<file path="config.mk">
export PLATFORM = sky130hd
export DESIGN_NAME = inc8_sched
export DESIGN_NICKNAME = d
export VERILOG_FILES = /design/src/rtl/inc8_sched.sv
export SDC_FILE = /design/constraint.sdc
export NUM_CORES = 1
export LEC_CHECK = 0
export ABC_AREA = 1
export CORE_UTILIZATION = 50
export DETAILED_ROUTE_END_ITERATION = 8
export PLACE_DENSITY = 0.95
export REMOVE_ABC_BUFFERS = 1
export SLEW_MARGIN = 20
export SYNTH_ARGS = -nofsm -noshare
export SYNTH_HDL_FRONTEND = slang
export SYNTH_SLANG_ARGS = --single-unit
</file>
<file path="constraint.sdc">
create_clock -name clk -period 3.9 [get_ports clk]
set_input_delay 0.78 -clock clk [delete_from_list [all_inputs] [get_ports clk]]
set_output_delay 0.78 -clock clk [all_outputs]
set_load 0.05 [all_outputs]
</file>
<file path="src/rtl/inc8_sched.sv">
// inc8_sched: two-requester scheduler for a shared 4-bit add-with-carry datapath.
// Each granted operation adds a 1-bit carry-in to an 8-bit operand in two nibble passes.
module inc8_sched #(
    parameter bit RR_EN = 1'b1
) (
    input  logic       clk,
    input  logic       rst_n,
    input  logic       req0,
    input  logic       req1,
    input  logic [7:0] data0,
    input  logic [7:0] data1,
    input  logic       cin0,
    input  logic       cin1,
    output logic [3:0] add_a,
    output logic       add_cin,
    input  logic [4:0] add_ac,
    output logic [1:0] gnt,
    output logic       busy,
    output logic       done,
    output logic       done_id,
    output logic [7:0] result,
    output logic       cout
);

    typedef enum logic [1:0] {
        IDLE = 2'd0,
        LOW  = 2'd1,
        HIGH = 2'd2,
        DONE = 2'd3
    } state_t;

    state_t     state;
    logic [3:0] op_hi;
    logic [3:0] res_lo;
    logic       mid_c;
    logic       cur_id;
    logic       last_win;
    logic       win;

    // Tie goes to whoever did not win last; last_win resets to 1 so requester 0 wins first.
    always_comb begin
        win = 1'b0;
        if (req0 && req1) begin
            win = RR_EN ? ~last_win : 1'b0;
        end else if (req1) begin
            win = 1'b1;
        end
    end

    always_ff @(posedge clk or negedge rst_n) begin
        if (!rst_n) begin
            state    <= IDLE;
            op_hi    <= 4'h0;
            res_lo   <= 4'h0;
            mid_c    <= 1'b0;
            cur_id   <= 1'b0;
            last_win <= 1'b1;
            add_a    <= 4'h0;
            add_cin  <= 1'b0;
            gnt      <= 2'b00;
            busy     <= 1'b0;
            done     <= 1'b0;
            done_id  <= 1'b0;
            result   <= 8'h00;
            cout     <= 1'b0;
        end else begin
            done <= 1'b0;
            unique case (state)
                IDLE: begin
                    if (req0 || req1) begin
                        state   <= LOW;
                        busy    <= 1'b1;
                        cur_id  <= win;
                        op_hi   <= win ? data1[7:4] : data0[7:4];
                        add_a   <= win ? data1[3:0] : data0[3:0];
                        add_cin <= win ? cin1 : cin0;
                        gnt     <= win ? 2'b10 : 2'b01;
                    end
                end
                LOW: begin
                    state   <= HIGH;
                    gnt     <= 2'b00;
                    res_lo  <= add_ac[3:0];
                    mid_c   <= add_ac[4];
                    add_a   <= op_hi;
                    add_cin <= add_ac[4];
                end
                HIGH: begin
                    state   <= DONE;
                    done    <= 1'b1;
                    done_id <= cur_id;
                    result  <= {add_ac[3:0], res_lo};
                    cout    <= add_ac[4];
                    add_a   <= 4'h0;
                    add_cin <= 1'b0;
                end
                DONE: begin
                    state    <= IDLE;
                    busy     <= 1'b0;
                    last_win <= cur_id;
                    mid_c    <= 1'b0;
                end
            endcase
        end
    end

endmodule

</file>
# Word level (Yosys, flattened, before mapping)
# Cells that the tools add are included.
# totals
regBits	31
word_cells	45
output_inout_bits	19
# op_classes
n_eq_ne	4
n_reduce_logical	10
muxes	17
bitwise_logic	1
# ops
operator	n
2-to-1 mux 4 bit	3
case mux 4 bit (3 select lines)	1
case mux 2 bit (4 select lines)	1
AND reduction 2 bit	4
2-to-1 mux 1 bit	6
2-to-1 mux 2 bit	3
equality test 2 bit, second input constant	2
case mux 2 bit (2 select lines)	1
nonzero test 2 bit	2
case mux 1 bit (3 select lines)	1
nonzero test 3 bit	1
equality test 2 x 1 -> 1 bit, second input constant	1
logical NOT 2 bit	1
inequality test 2 bit, second input constant	1
case mux 1 bit (2 select lines)	1
logical AND 1 bit	1
logical OR 1 bit	1
NOT 1 bit	1

# Depth between registers and ports, before layout
# Gate-level depths: netlist of run 1.
# depth
word_depth	5
ltp_mapped	7
mapped_depth_nobuf	6

# Worst setup path before layout of run 1
# OpenSTA, ideal clock, no wires.
# synth_timing
kind	input to register
from	input req1
to	register add_a[0]
setup_ns	0.123
path_slack_ns	2.398
stages	6
n_path_buf	2
arrival_time_ns	1.379
path_cell_list	buf_6 nor2_1 nand2_2 buf_6 a21oi_1 a21oi_1
# synth_via
elab_chain_len	5
word_cells_on_any_way	9
# synth_lines
element	line	rtl
from (decl)	9	input logic req1,
2-to-1 mux 1 bit or logical AND 1 bit (tied branches)	45, 43	
2-to-1 mux 1 bit	43	if (req0 && req1) begin
2-to-1 mux 4 bit	75	add_a <= win ? data1[3:0] : data0[3:0];
2-to-1 mux 4 bit	70	if (req0 || req1) begin
case mux 4 bit (3 select lines)	68	unique case (state)
to (signal assigned)	75	
to (signal assigned)	85	add_a <= op_hi;
to (decl)	14	output logic [3:0] add_a,
# Parallel ways exist; a longest one is shown, timed or not. The select of a mux whose other input is x is not followed.
# A chain may end at the register's enable or synchronous reset.

# Worst setup path after layout of run 1
# layout_timing
from	register add_a[2]
to	output add_a[2]
# No word-level cell between the ends.

==> results of run 1 <==
## through the flow
| stage | total power, W | area (um2) | setup WS (ps) |
|---|---|---|---|
| after floorplan | 0.00132 | 1480 | 2500 |
| after global placement | 0.00162 | 1980 | 1730 |
| after detailed placement | 0.00166 | 1980 | 1670 |
| after CTS | 0.00184 | 2030 | 1600 |
| after global routing | 0.00194 | 2030 | 1580 |
| final | 0.00183 | 2030 | 1600 |
## registers in the layout, indices dropped and copies added, names as in the netlist, 2 cells and up
| register | cells |
|---|---|
| result | 8 |
| op_hi | 4 |
| add_a | 4 |
| state | 2 |
| res_lo | 4 |
| gnt | 2 |
## metal layers
layer | GRT usage (%) | up-vias | routed length (um) | share of wire [%]
met4 | 13.2 | 0 | 89 | 2.7
met3 | 5.22 | 11 | 220 | 6.7
met5 | 0 | - | 0 | 0
li1 | - | 616 | - | -
met1 | 26.1 | 583 | 1360 | 41
met2 | 34.9 | 55 | 1620 | 49
## power breakdown
group / internal, W / switching, W
clock: 0.0000702 / 0.000106
sequential: 0.000487 / 0.0000807
combinational: 0.000386 / 0.000700
## placed cells by master (no fill, tap or decap), drive strengths merged
cell | Yosys | final
clkdlybuf4s50 | 0 | 45
dfrtp | 30 | 30
nand2 | 30 | 30
inv | 26 | 26
nor2 | 19 | 19
a21oi | 14 | 14
o21ai | 12 | 12
clkbuf | 0 | 7
nand3 | 6 | 6
mux2 | 6 | 6
nand3b | 5 | 5
ha | 5 | 5
o22ai | 4 | 4
nand4 | 1 | 1
clkinv | 0 | 1
dfstp | 1 | 1
buf | 6 | 1
## path summary, 6_finish.rpt
kind | from | end | cells past startpoint | slack, ps
min reg2reg | last_win | last_win | 2 | 500
min | last_win | last_win | 2 | 500
max | add_a[2] | add_a[2] | 1 | 1600
max reg2reg | state[0] | result[4] | 3 | 2270
min in group asynchronous | rst_n | done_id | 2 | 840
max in group asynchronous | rst_n | last_win | 2 | 2740
## logic make-up (layout without fill, tap and decap cells)
| logic type | after synthesis | count (layout) | synth area share [%] |
|---|---|---|---|
| adders and majority gates | 5 | 5 | 4.06 |
| DFF | 31 | 31 | 50.4 |
| AOI/OAI and AO/OA | 30 | 30 | 12.4 |
| and+or+nand+nor | 61 | 61 | 18.7 |
| muxes | 6 | 6 | 4.38 |
| buffers and inverters | 32 | 80 | 10.1 |
## area by class of cell
cell class | instances | area share (%)
Inverter | 26 | 4.81
Clock buffer | 7 | 2.22
Sequential cell | 31 | 38.3
Multi-Input combinational cell | 102 | 30.0
Tap cell | 31 | 1.91
Timing Repair Buffer | 46 | 22.6
Clock inverter | 1 | 0.246
==> results.json, run 1 <==
{
  "grt-ovfl-total": 0,
  "run_status": "complete, but fails checks",
  "clock_sinks": 31,
  "dieWidth_um": 57.5,
  "netlist_area_um2": 1540,
  "start_util_pct": 54.5,
  "peakVddDrop_mv": 0.454,
  "clk_path_buf_depth": 2,
  "wl_mm": 3.30,
  "violations": "DRC",
  "clk_pin_slew_ps": 90,
  "crit_path_end_kind": "output pin",
  "yosysTopAreaCell": "dfrtp_1",
  "synth_edf_count": 0,
  "p_leak_nw": 0.957,
  "maxCapViolCount": 0,
  "period_needed_ps": 2300,
  "antenna_cells": 0,
  "numCtsBuffers": 5,
  "multi_input_area_um2": 609,
  "ys_warn_count": 0,
  "die_h_um": 57.5,
  "portBuffers": 45,
  "drc": 3,
  "synthFlopType": "dfrtp_1",
  "track_usage_pct": 21.6,
  "synthTopCellsByCount": "30 x dfrtp_1, 25 x inv_1, 22 x nand2_1",
  "start_kind": "flop",
  "htreeDepth": 2,
  "row_count": 19,
  "arrival_ps": 1520,
  "cpPeakStageDelay_ps": 810,
  "critPathMaxFanout": 2,
  "nNetsFinal": 244,
  "final.setup.tns_ps": 0,
  "cellPowerDensity_nw_per_um2": 901,
  "ctsHoldBuffers": 0,
  "synthToLayoutAreaGrowth_pct": 31.7,
  "path_class": "reg -> out",
  "setup_viol": 0,
  "path_buf_inv": 1,
  "max_freq_ghz": 0.435,
  "vias_per_cell": 5.18,
  "clock_latency_ps": 330,
  "synth.most_common_cell": "dfrtp_1",
  "crit_required_ps": 3120,
  "cts_resized": 0,
  "grt_start_max_net_pins": 32,
  "vias": 1265,
  "final_cells": 244,
  "gp_congestion": 0.905,
  "tritoncts": "built",
  "dpl.hpwl_mm": 2.36,
  "wl_per_cell_um": 13.5,
  "drv_slew": 0,
  "io-pin-count": 46,
  "yosysSeqAreaShare_pct": 50.4,
  "grt_pass1_vias": 1240,
  "first_pass_iters": 6,
  "seq_area_um2": 777,
  "drtIter0Drc": 73,
  "grt_antenna_before_repair": 0,
  "critPathSlowestCell": "clkdlybuf4s50_1",
  "grt_pass1_wl_mm": 5.33,
  "fillers": 216,
  "yosys.area.top_type_share_pct": 48.7,
  "synth_area_leaders": "dfrtp_1 49%, inv_1 6.1%, nand2_1 5.4%",
  "async_reset_ff_share_pct": 100,
  "dieArea_um2": 3310,
  "cp_top_family": "buffers and inverters",
  "finClkSkew_ps": 9.17,
  "post-place-cells": 236,
  "syn_inst": 165,
  "whs_ps": 498,
  "drive_above_1_share_pct": 13.1,
  "fin_util_pct": 71.8,
  "hold_class": "reg -> reg",
  "rsz0062_at_grt": "false",
  "worst_pin_slew_ps": 583,
  "avgSynthCellArea_um2": 9.34,
  "ys_ff_latch": 31,
  "coreArea_um2": 2830,
  "root_buffer": "clkbuf_4",
  "relSlewSlack_pct": 61.1,
  "timing_hold_violations_final": 0,
  "drtAntennaViolNets": 0,
  "finalCritPeriodShare_pct": 58.9,
  "crit_chain": "clkdlybuf4s50_1",
  "synth_cell_types": 21,
  "post_cts_buffers": 0
}
Power figures use the tool's default switching activity.
==> run 2, diff against run 1 <==
--- a/config.mk
+++ b/config.mk
@@ -6,9 +6,9 @@
 export NUM_CORES = 1
 export LEC_CHECK = 0
 export ABC_AREA = 1
-export CORE_UTILIZATION = 50
+export CORE_UTILIZATION = 42
 export DETAILED_ROUTE_END_ITERATION = 8
-export PLACE_DENSITY = 0.95
+export PLACE_DENSITY = 0.86
 export REMOVE_ABC_BUFFERS = 1
 export SLEW_MARGIN = 20
 export SYNTH_ARGS = -nofsm -noshare
==> constraint.sdc (replaced) <==
create_clock -name clk -period 2 [get_ports clk]
set_input_delay 0.4 -clock clk [delete_from_list [all_inputs] [get_ports clk]]
set_output_delay 0.4 -clock clk [all_outputs]
set_load 0.05 [all_outputs]
==> run 2 against run 1 <==
The flow now finishes without violations; routed wire length is 2.4% lower; non-clock buffer count is 3 higher; utilization decreased by 10 points; power rose by 110%; clock power rose to 2.9 times the previous value.
==> results.json, run 2 (same netlist as run 1, synthesis figures left out) <==
{
  "period_needed_ps": 1930,
  "clk_path_buf_depth": 2,
  "final_cells": 262,
  "antenna_cells": 0,
  "gp_congestion": 0.852,
  "clock_latency_ps": 340,
  "final.setup.tns_ps": 0,
  "row_count": 21,
  "nNetsFinal": 247,
  "post-place-cells": 254,
  "max_freq_ghz": 0.518,
  "grt_pass1_vias": 1230,
  "dr.max_layer_used": "met4",
  "finalCritPeriodShare_pct": 96.6,
  "portBuffers": 45,
  "crit_chain": "clkdlybuf4s50_1",
  "cpPeakStageDelay_ps": 810,
  "start_kind": "flop",
  "grt_pass1_wl_mm": 5.57,
  "relSlewSlack_pct": 65.8,
  "dieArea_um2": 3920,
  "clock_sinks": 31,
  "largest-register": "result",
  "largest_register_ffs": 8,
  "drv_slew": 0,
  "start_util_pct": 45.1,
  "vias": 1237,
  "ctsHoldBuffers": 0,
  "drc": 0,
  "grt_antenna_before_repair": 0,
  "dieWidth_um": 62.6,
  "drtAntennaViolNets": 0,
  "rsz0062_at_grt": "false",
  "clk_pin_slew_ps": 100,
  "first_pass_iters": 4,
  "tritoncts": "built",
  "whs_ps": 448,
  "maxCapViolCount": 0,
  "cellPowerDensity_nw_per_um2": 1780,
  "vias_per_cell": 4.72,
  "met1_length_mm": 1.51,
  "die_h_um": 62.6,
  "dpl.hpwl_mm": 2.38,
  "dr_wl_met2_mm": 1.44,
  "wl_per_cell_um": 12.3,
  "track_usage_pct": 18.6,
  "root_buffer": "clkbuf_4",
  "critPathMaxFanout": 2,
  "hold_class": "in -> async",
  "finClkSkew_ps": 10.7,
  "worst_slack_ps": 68.5,
  "peakVddDrop_mv": 0.759,
  "io-pin-count": 46,
  "p_leak_nw": 0.991,
  "post_cts_buffers": 0,
  "crit_required_ps": 1600,
  "fin_util_pct": 61.7,
  "drtIter0Drc": 30,
  "setup_viol": 0,
  "numCtsBuffers": 5,
  "drive_above_1_share_pct": 15.3,
  "path_class": "reg -> out",
  "cts_resized": 0,
  "final_cell_mix": "45 x clkdlybuf4s50_1, 30 x dfrtp_1, 25 x inv_1, 22 x nand2_1, 19 x nor2_1",
  "wl_met3_um": 208,
  "layout_commonest_cell": "clkdlybuf4s50_1",
  "crit_path_end_kind": "output pin",
  "worst_pin_slew_ps": 511,
  "grt-ovfl-total": 0,
  "arrival_ps": 1530,
  "run_status": "finished clean",
  "path_buf_inv": 1,
  "pre_cts_ws_ps": 275,
  "htreeDepth": 2,
  "cp_top_family": "buffers and inverters",
  "wl_mm": 3.22,
  "timing_hold_violations_final": 0,
  "grt_start_max_net_pins": 32,
  "synthToLayoutAreaGrowth_pct": 36.8,
  "critPathSlowestCell": "clkdlybuf4s50_1",
  "coreArea_um2": 3420
}
## run 2: metrics by stage
| stage | total power, W | area [um2] |
|---|---|---|
| after floorplan | 0.00257 | 1480 |
| after global placement | 0.00320 | 2020 |
| after detailed placement | 0.00326 | 2020 |
| after CTS | 0.00379 | 2110 |
| after global routing | 0.00403 | 2110 |
| final | 0.00376 | 2110 |
## run 2: worst paths after layout
path                             endpoint  slack (ps)       from  depth (start not counted)
worst max-delay path             add_a[0]          70   add_a[0]                          1
worst min-delay path            result[0]         450      rst_n                          2
worst max register to register  result[7]         510   state[0]                          3
worst min register to register  res_lo[3]         490  res_lo[3]                          2
max in group asynchronous        last_win        1240      rst_n                          2
min in group clk                res_lo[3]         490  res_lo[3]                          2
## run 2: area by class of cell
type | instances | area [um2]
Sequential cell | 31 | 777
Inverter | 26 | 97.6
Multi-Input combinational cell | 102 | 609
Timing Repair Buffer | 49 | 480
Tap cell | 46 | 57.6
Clock inverter | 2 | 35.0
Clock buffer | 6 | 51.3
Fill cell | 292 | 1310
## run 2: power by group
part	internal, W	switching [W]
logic	0.000776	0.00136
registers	0.000950	0.000155
clock network	0.000295	0.000220
## run 2: per-layer routing
layer / vias to the layer above / global-route usage [%]
met4: 0 / 7.27
met5: - / 0
li1: 621 / -
met3: 8 / 6.57
met1: 567 / 24.6
met2: 41 / 27.9
